[config.mk]
export PLATFORM = sky130hd
export DESIGN_NAME = uart_rx
export DESIGN_NICKNAME = d
export VERILOG_FILES = /design/src/rtl/uart_rx.sv
export SDC_FILE = /design/constraint.sdc
export NUM_CORES = 1
export LEC_CHECK = 0
export BUFFER_PORTS_ARGS = -buffer_cell sky130_fd_sc_hd__buf_2
export CORE_AREA = 2 2 79 81
export DETAILED_ROUTE_END_ITERATION = 8
export DIE_AREA = 0 0 81 83
export GPL_TIMING_DRIVEN = 0
export PLACE_DENSITY_LB_ADDON = 0.08
export SLEW_MARGIN = 20
export SYNTH_ARGS = -nofsm -noshare
export SYNTH_HDL_FRONTEND = slang
export SYNTH_SLANG_ARGS = --single-unit
[constraint.sdc]
create_clock -name clk -period 2.6 [get_ports clk]
set_input_delay 0.13 -clock clk [delete_from_list [all_inputs] [get_ports clk]]
set_output_delay 0.13 -clock clk [all_outputs]
set_load 0.005 [all_outputs]
[src/rtl/uart_rx.sv]
// UART receiver: 2-flop synchronized RXD -> {data, parity err, framing err} valid/ready stream.
// Latency: rx_vld rises the cycle after the mid-point sample of the last stop bit.
// Backpressure: one-entry holding register; a character completing while it is full and not draining is dropped (ovr pulse).
//
// Ports:
//   clk, rst_n            clock, asynchronous active-low reset
//   cfg_div[CW-1:0]       bit period minus one in clk cycles (>= 3), latched at start detect
//   RXD                   asynchronous serial line, idle high
//   rx_vld/rx_rdy         character stream handshake
//   rx_dat[DW-1:0]        received character
//   rx_err_par/rx_err_frm per-character status, qualified by rx_vld
//   ovr                   one-cycle pulse when a completed character was discarded
//   busy                  receiver is inside a frame
module uart_rx #(
    parameter int    DW     = 8,
    parameter int    SW     = 1,
    parameter string PARITY = "NONE",
    parameter int    CW     = 16
) (
    input  logic          clk,
    input  logic          rst_n,
    input  logic [CW-1:0] cfg_div,
    input  logic          RXD,
    output logic          rx_vld,
    input  logic          rx_rdy,
    output logic [DW-1:0] rx_dat,
    output logic          rx_err_par,
    output logic          rx_err_frm,
    output logic          ovr,
    output logic          busy
);

    localparam bit PAR_EN  = (PARITY != "NONE");
    localparam bit PAR_ODD = (PARITY == "ODD");
    localparam int IW      = $clog2(DW);

    localparam logic [IW-1:0] LAST_BIT  = IW'(DW - 1);
    localparam logic [IW-1:0] LAST_STOP = IW'(SW - 1);

    typedef enum logic [2:0] {
        ST_IDLE,
        ST_START,
        ST_DATA,
        ST_PAR,
        ST_STOP
    } state_t;

    // ------------------------------------------------------------------
    // Line synchronizer and falling-edge history
    // ------------------------------------------------------------------
    logic       rxd_s1_q, rxd_s2_q, rxd_hist_q;
    logic [1:0] warm_q;
    logic       armed_q;

    // warm_q marks when rxd_s2_q holds a real line sample rather than its
    // reset value. The detector only arms once a genuine 1 has been seen,
    // so a line held low through reset is not taken as a start bit.
    always_ff @(posedge clk or negedge rst_n) begin
        if (!rst_n) begin
            rxd_s1_q   <= 1'b1;
            rxd_s2_q   <= 1'b1;
            rxd_hist_q <= 1'b1;
            warm_q     <= 2'b00;
            armed_q    <= 1'b0;
        end else begin
            rxd_s1_q   <= RXD;
            rxd_s2_q   <= rxd_s1_q;
            rxd_hist_q <= rxd_s2_q;
            warm_q     <= {warm_q[0], 1'b1};
            armed_q    <= armed_q | (warm_q[1] & rxd_s2_q);
        end
    end

    // ------------------------------------------------------------------
    // Frame FSM
    // ------------------------------------------------------------------
    state_t        state_q, state_d;
    logic [CW-1:0] div_q, div_d;
    logic [CW-1:0] cnt_q, cnt_d;
    logic [IW-1:0] idx_q, idx_d;
    logic [DW-1:0] dat_q, dat_d;
    logic          perr_q, perr_d;
    logic          ferr_q, ferr_d;
    logic          commit;
    logic          frm_now;

    logic samp;
    logic tick;
    logic start_det;

    assign samp      = rxd_s2_q;
    assign tick      = (cnt_q == '0);
    assign start_det = armed_q & rxd_hist_q & ~rxd_s2_q;

    always_comb begin
        state_d = state_q;
        div_d   = div_q;
        cnt_d   = cnt_q;
        idx_d   = idx_q;
        dat_d   = dat_q;
        perr_d  = perr_q;
        ferr_d  = ferr_q;
        commit  = 1'b0;
        frm_now = ferr_q | ~samp;

        if (state_q == ST_IDLE) begin
            if (start_det) begin
                // First sample lands mid start bit, hence the half-period load.
                div_d   = cfg_div;
                cnt_d   = cfg_div >> 1;
                idx_d   = '0;
                dat_d   = '0;
                perr_d  = 1'b0;
                ferr_d  = 1'b0;
                state_d = ST_START;
            end
        end else if (!tick) begin
            cnt_d = cnt_q - CW'(1);
        end else begin
            cnt_d = div_q;
            unique case (state_q)
                ST_START: begin
                    // A high sample means the low level was a glitch.
                    state_d = samp ? ST_IDLE : ST_DATA;
                    idx_d   = '0;
                end
                ST_DATA: begin
                    // LSB first: after DW shifts the first bit sits in bit 0.
                    dat_d = {samp, dat_q[DW-1:1]};
                    if (idx_q == LAST_BIT) begin
                        idx_d   = '0;
                        state_d = PAR_EN ? ST_PAR : ST_STOP;
                    end else begin
                        idx_d = idx_q + IW'(1);
                    end
                end
                ST_PAR: begin
                    // Error when line bit differs from ^dat (EVEN) or ~^dat (ODD).
                    perr_d  = samp ^ (^dat_q) ^ PAR_ODD;
                    idx_d   = '0;
                    state_d = ST_STOP;
                end
                ST_STOP: begin
                    ferr_d = frm_now;
                    if (idx_q == LAST_STOP) begin
                        commit  = 1'b1;
                        idx_d   = '0;
                        state_d = ST_IDLE;
                    end else begin
                        idx_d = idx_q + IW'(1);
                    end
                end
                default: state_d = ST_IDLE;
            endcase
        end
    end

    always_ff @(posedge clk or negedge rst_n) begin
        if (!rst_n) begin
            state_q <= ST_IDLE;
            div_q   <= '0;
            cnt_q   <= '0;
            idx_q   <= '0;
            dat_q   <= '0;
            perr_q  <= 1'b0;
            ferr_q  <= 1'b0;
        end else begin
            state_q <= state_d;
            div_q   <= div_d;
            cnt_q   <= cnt_d;
            idx_q   <= idx_d;
            dat_q   <= dat_d;
            perr_q  <= perr_d;
            ferr_q  <= ferr_d;
        end
    end

    // ------------------------------------------------------------------
    // Holding register and status outputs
    // ------------------------------------------------------------------
    logic          rx_vld_q;
    logic [DW-1:0] rx_dat_q;
    logic          rx_err_par_q, rx_err_frm_q;
    logic          ovr_q;
    logic          busy_q;

    always_ff @(posedge clk or negedge rst_n) begin
        if (!rst_n) begin
            rx_vld_q     <= 1'b0;
            rx_dat_q     <= '0;
            rx_err_par_q <= 1'b0;
            rx_err_frm_q <= 1'b0;
            ovr_q        <= 1'b0;
            busy_q       <= 1'b0;
        end else begin
            ovr_q  <= 1'b0;
            busy_q <= (state_d != ST_IDLE);
            if (commit) begin
                // A draining entry frees the slot in the same cycle.
                if (!rx_vld_q || rx_rdy) begin
                    rx_vld_q     <= 1'b1;
                    rx_dat_q     <= dat_q;
                    rx_err_par_q <= perr_q;
                    rx_err_frm_q <= frm_now;
                end else begin
                    ovr_q <= 1'b1;
                end
            end else if (rx_rdy) begin
                rx_vld_q <= 1'b0;
            end
        end
    end

    assign rx_vld     = rx_vld_q;
    assign rx_dat     = rx_dat_q;
    assign rx_err_par = rx_err_par_q;
    assign rx_err_frm = rx_err_frm_q;
    assign ovr        = ovr_q;
    assign busy       = busy_q;

endmodule

# Word-level counts from Yosys, hierarchy flattened
# Index checks and enable logic that the tools add are counted.
[word_totals]
register_bits = 67
wordCells = 91
[classes]
addsub = 2
n_eq_ne = 7
n_mux = 36
bitwise_logic = 7
n_reduce_logical = 21
[op_table]
columns = ["op", "n"]
rows = [
  ["$mux 16", 3],
  ["$mux 8", 4],
  ["$mux 3", 10],
  ["$logic_not 16->1", 1],
  ["$mux 1", 16],
  ["$sub 16x1->16 const B", 1],
  ["$pmux 3 s4", 1],
  ["$reduce_and 3->1", 4],
  ["$reduce_bool 2->1", 5],
  ["$pmux 3 s3", 1],
  ["$reduce_xor 8->1", 1],
  ["$eq 3x2->1 const B", 2],
  ["$eq 3x3->1 const B", 2],
  ["$logic_not 3->1", 2],
  ["$reduce_and 2->1", 3],
  ["$reduce_bool 4->1", 1],
  ["$add 3x1->3 const B", 1],
  ["$and 1x1->1", 3],
  ["$eq 3x1->1 const B", 1],
  ["$reduce_bool 3->1", 1],
  ["$mux 2", 1],
  ["$ne 2x1->1 const B", 1],
  ["$ne 2x2->1 const B", 1],
  ["$or 1x1->1", 2],
  ["other kinds (5)", 5],
]

# Depth between registers and ports, before layout
[depth]
ltp_word = 7
ltp_mapped = 8

# Worst setup path after synthesis
# Ideal clock, no wire load.
[synth_path]
path_type = "register to register"
startpoint = "register cnt_q[0]"
endpoint = "register busy_q, in the netlist busy"
arrival_time_ns = 1.952
path_slack_ns = 0.516
path_stages_with_launch = 8
path_buffers = 0
period_less_slack_ns = 2.084
path_cell_list = "dfrtp_1 > inv_1 > ha_1 > nor4b_4 > nand2_1 > nor3_1 > mux2i_1 > or3b_1"
[synth_between]
elab_chain_len = 4
[synth_rtl]
columns = ["element", "line", "rtl"]
rows = [
  ["from (decl)", "79", "logic [CW-1:0] cnt_q, cnt_d;"],
  ["from (signal assigned)", "170", "cnt_q <= cnt_d;"],
  ["$logic_not 16->1", "92", "assign tick = (cnt_q == '0);"],
  ["$mux 3", "117", "end else if (!tick) begin"],
  ["$mux 3", "106", "if (state_q == ST_IDLE) begin"],
  ["$reduce_bool 3->1", "197", "busy_q <= (state_d != ST_IDLE);"],
  ["to (signal assigned)", "197", ""],
  ["to (decl)", "185", "logic busy_q;"],
]
# Every way passes these cells.
# A chain may end at the register's enable or synchronous reset.

# Worst setup path in the final report
[layout_path]
startpoint = "register cnt_q[7]"
endpoint = "register busy_q, in the netlist busy"
# The elaborated chain is that of the path after synthesis.

==> impl_results.rst <==
.. list-table::
   :header-rows: 1

   * - Metric
     - Value
   * - Run status
     - complete, no violations
   * - Worst stage delay on the critical path
     - 520 ps
   * - Crit path arrival time
     - 2530 ps
   * - Setup clock skew after layout
     - 4.71 ps
   * - Number of flops mapped to enable cells by yosys
     - 0
   * - Layout cells sized above 1
     - 25.1%
   * - Synth cell count leaders
     - dfrtp_1 (64), nand2_1 (36), mux2_2 (22), o21ai_0 (22), nor2_1 (14)
   * - Met2 Track Usage GR
     - 34.7%
   * - Number of max-slew violations in the final report
     - 0
   * - Final-report setup violation count
     - 0
   * - Die span in x
     - 81 µm
   * - Detail-routed net length per standard cell
     - 15.4 µm
   * - Maximum Capacitance Violations
     - 0
   * - Overall Power
     - 3.63 mW
   * - Sequential-to-total area share from yosys stat
     - 50.4%
   * - Type of the most critical hold path
     - in -> reg
   * - Core Rows
     - 28
   * - Warnings, synthesis
     - 0
   * - Distinct cells, synth
     - 55
   * - Clock Root Buffer
     - clkbuf_8
   * - Fin. Hold Viols
     - 0
   * - Synth top area share
     - 48.1%
   * - DRC violation count after routing
     - 0
   * - Maximum number of pins on one net before global-route repair
     - 39
   * - Total number of nets in the final design
     - 378
   * - Share of the clock period used by the worst path
     - 89.1%
   * - Cell Area, Synth
     - 0.00333 mm²
   * - Final sum of negative setup slack
     - 0 ps
   * - Clock tree from TritonCTS
     - built
   * - Clk_lat worst skew
     - 340 ps
   * - Overflow after GRT
     - 0
   * - Endpoint class of the critical path
     - flop
   * - Met1 Use GR
     - 29.5%
   * - Deepest level of the CTS H-tree
     - 3
   * - Largest fanout on the critical path
     - 8
   * - Layout area overhead
     - 15.2%
   * - Total Die Area
     - 0.00672 mm²
   * - Data required time of the worst path
     - 2820 ps
   * - First-pass GRT wire length
     - 11.5 mm
   * - Vias per cell
     - 5.69
   * - CP Cell Sequence
     - buf_6 > nor4_4 > nand2_1 > nor3_4 > mux2i_1 > or3b_1
   * - Largest voltage drop on the vdd net
     - 619 µV
   * - Most used routing layer
     - met2
   * - Detailed-routing iteration count for the pre-antenna-repair pass
     - 4
   * - Hpwl dp
     - 4.73 mm
   * - Minimum clock period after layout
     - 2320 ps
   * - Dominant register cell in the synthesized netlist
     - dfrtp_1
   * - Reg-to-reg critical path endpoint
     - busy
   * - RSZ-0062 raised after global routing
     - no
   * - Number of routed nets with antenna violations
     - 0
   * - Fmax
     - 432 MHz
   * - Vias after detailed routing
     - 2470
   * - Weighted congestion at the end of routability-driven global placement
     - 0.870
   * - Placeable Area
     - 0.00582 mm²
   * - Endpoint, Worst Hold
     - div_q[0]
   * - Antenna diode count
     - 0
   * - Max transition margin
     - 55.6%
   * - Post-synthesis instance total
     - 307
   * - Setup slack of the worst register-to-register path
     - 280 ps
   * - Static leakage power
     - 1.75 nW
   * - Total clock sinks
     - 67
   * - Average cell area after synthesis
     - 10.9 µm²
   * - Number of flip-flops and latches in the synthesized netlist
     - 67
   * - Count of boundary I/O pins
     - 33
   * - Vert. Die Dim
     - 83 µm
   * - Drt total wl
     - 6.67 mm
   * - Total of buffers placed on input and output ports
     - 32
   * - Number of buffers added by the clock tree synthesis step
     - 9
   * - Most common cell in the netlist
     - dfrtp_1
   * - Bufs on Longest Clock Path
     - 2
   * - Synth Net Count
     - 331
   * - Worst slew pin tran
     - 666 ps
   * - Crit Reg-Reg Startpoint
     - cnt_q[7]
   * - Number of global-route vias before repair
     - 2408
   * - Initial DRC Count
     - 112
   * - Leading post-synthesis cells by cell area
     - dfrtp_1 (48%), mux2_2 (7.4%), nand2_1 (4.1%), mux2i_1 (3.6%), o21ai_0 (3.3%)
   * - Worst min-delay path startpoint
     - cfg_div[0]
   * - PwrDens
     - 946 mW/mm²
   * - Overall Global Routing Usage
     - 22.1%
   * - Hold path depth
     - 2
   * - Setup CP Type
     - reg -> reg
   * - R2R cell count
     - 6
   * - Setup crit start kind
     - flop
   * - Most area-hungry cell type in the Yosys netlist
     - dfrtp_1
   * - Initial antenna violation count
     - 0
   * - Fill cell count
     - 482
   * - Register clock-pin slew on the reported worst setup and hold paths
     - 70 ps
   * - Worst path slowest cell
     - nor4_4
   * - Share of flip-flops with an asynchronous set or reset
     - 100%
   * - Met3 track demand over resource in global routing
     - 5.11%
   * - Starting density of the core
     - 57.3%
timing repair:
action                                  in CTS  in global routing
setup buffers                                0                  1
endpoints found under the hold margin       30                  0
hold buffers                                 2                  0
resized for setup                            1                  1
endpoints found under the setup margin       1                  1
area by class of cell:
cell class / instances / area (µm²) / share of cell area [%]
Inverter: 9 / 33.8 / 0.880
Sequential cell: 67 / 1680 / 43.8
Clock buffer: 10 / 138 / 3.58
Clock inverter: 6 / 55.1 / 1.43
Multi-Input combinational cell: 216 / 1550 / 40.4
Buffer: 15 / 77.6 / 2.02
Tap cell: 75 / 93.8 / 2.44
Timing Repair Buffer: 36 / 210 / 5.47
power breakdown:
part           internal [mW]  switching [mW]  total [mW]
logic                  0.546           0.634        1.18
clock network          0.461           0.399       0.859
registers               1.33           0.264        1.59
per-layer routing:
| layer | up-vias | share of wire (%) |
|---|---|---|
| met2 | 44 | 48 |
| met1 | 1218 | 47 |
| met4 | 0 | 0.96 |
| li1 | 1202 | - |
| met5 | - | 0 |
| met3 | 6 | 4.4 |
flip-flops by register name, summed over array words and instances, names as in the netlist, 2 cells and up:
signal,flops
state_q,3
idx_q,3
rx_dat,8
dat_q,8
cnt_q,16
warm_q,2
div_q,16
worst max-delay path by stage:
stage             start  endpoint  cells past startpoint
5_1_grt        cnt_q[7]      busy                      6
3_5_place_dp   cnt_q[0]      busy                      7
6_report       cnt_q[7]      busy                      6
3_3_place_gp   cnt_q[0]      busy                      7
2_1_floorplan  cnt_q[0]      busy                      7
4_1_cts        cnt_q[0]      busy                      7
logic make-up after synthesis:
group                      Yosys count  share of synthesized area, %
DFF                                 67                          50.4
muxes                               42                          13.7
adders and majority gates            4                          1.50
and+or+nand+nor                     93                          15.3
AOI/OAI and AO/OA                   64                          12.4
buffers and inverters               24                          3.34
other                                1                         0.113
xor gates and xnor gates            12                          3.15
cells in the final DEF (no fill, tap or decap), types with 4 or more instances in the layout:
cell type	n
mux2_2	22
xnor2_1	9
mux2_1	8
nand3_1	4
clkbuf_1	10
o21ai_1	9
clkinv_2	5
dfrtp_1	64
buf_2	33
clkbuf_8	10
nor3_1	10
o211ai_1	8
nand2_1	36
mux2i_1	12
a221o_1	4
o21ai_0	22
nor4_1	6
ha_1	4
nor2_1	14
inv_1	9
stage by stage:
stage	setup WS (ps)	area (µm²)	utilization, %	cells	hold WS, ps
after floorplan	516	3330	-	307	-166
after global placement	14.1	3590	61.7	414	235
after detailed placement	4.43	3610	62.0	415	90.8
after CTS	146	3830	65.8	433	11.7
after global routing	107	3840	66.0	434	20.1
final	283	3840	66.0	434	16.2
worst max-delay path, delay by kind of cell, from the launching register on:
kind	cells	cell delay (ps)
mux	1	230
buf+inv	1	140
simple gates	4	1440
flops	1	390
Note: power is estimated with default switching activity, not from simulation.
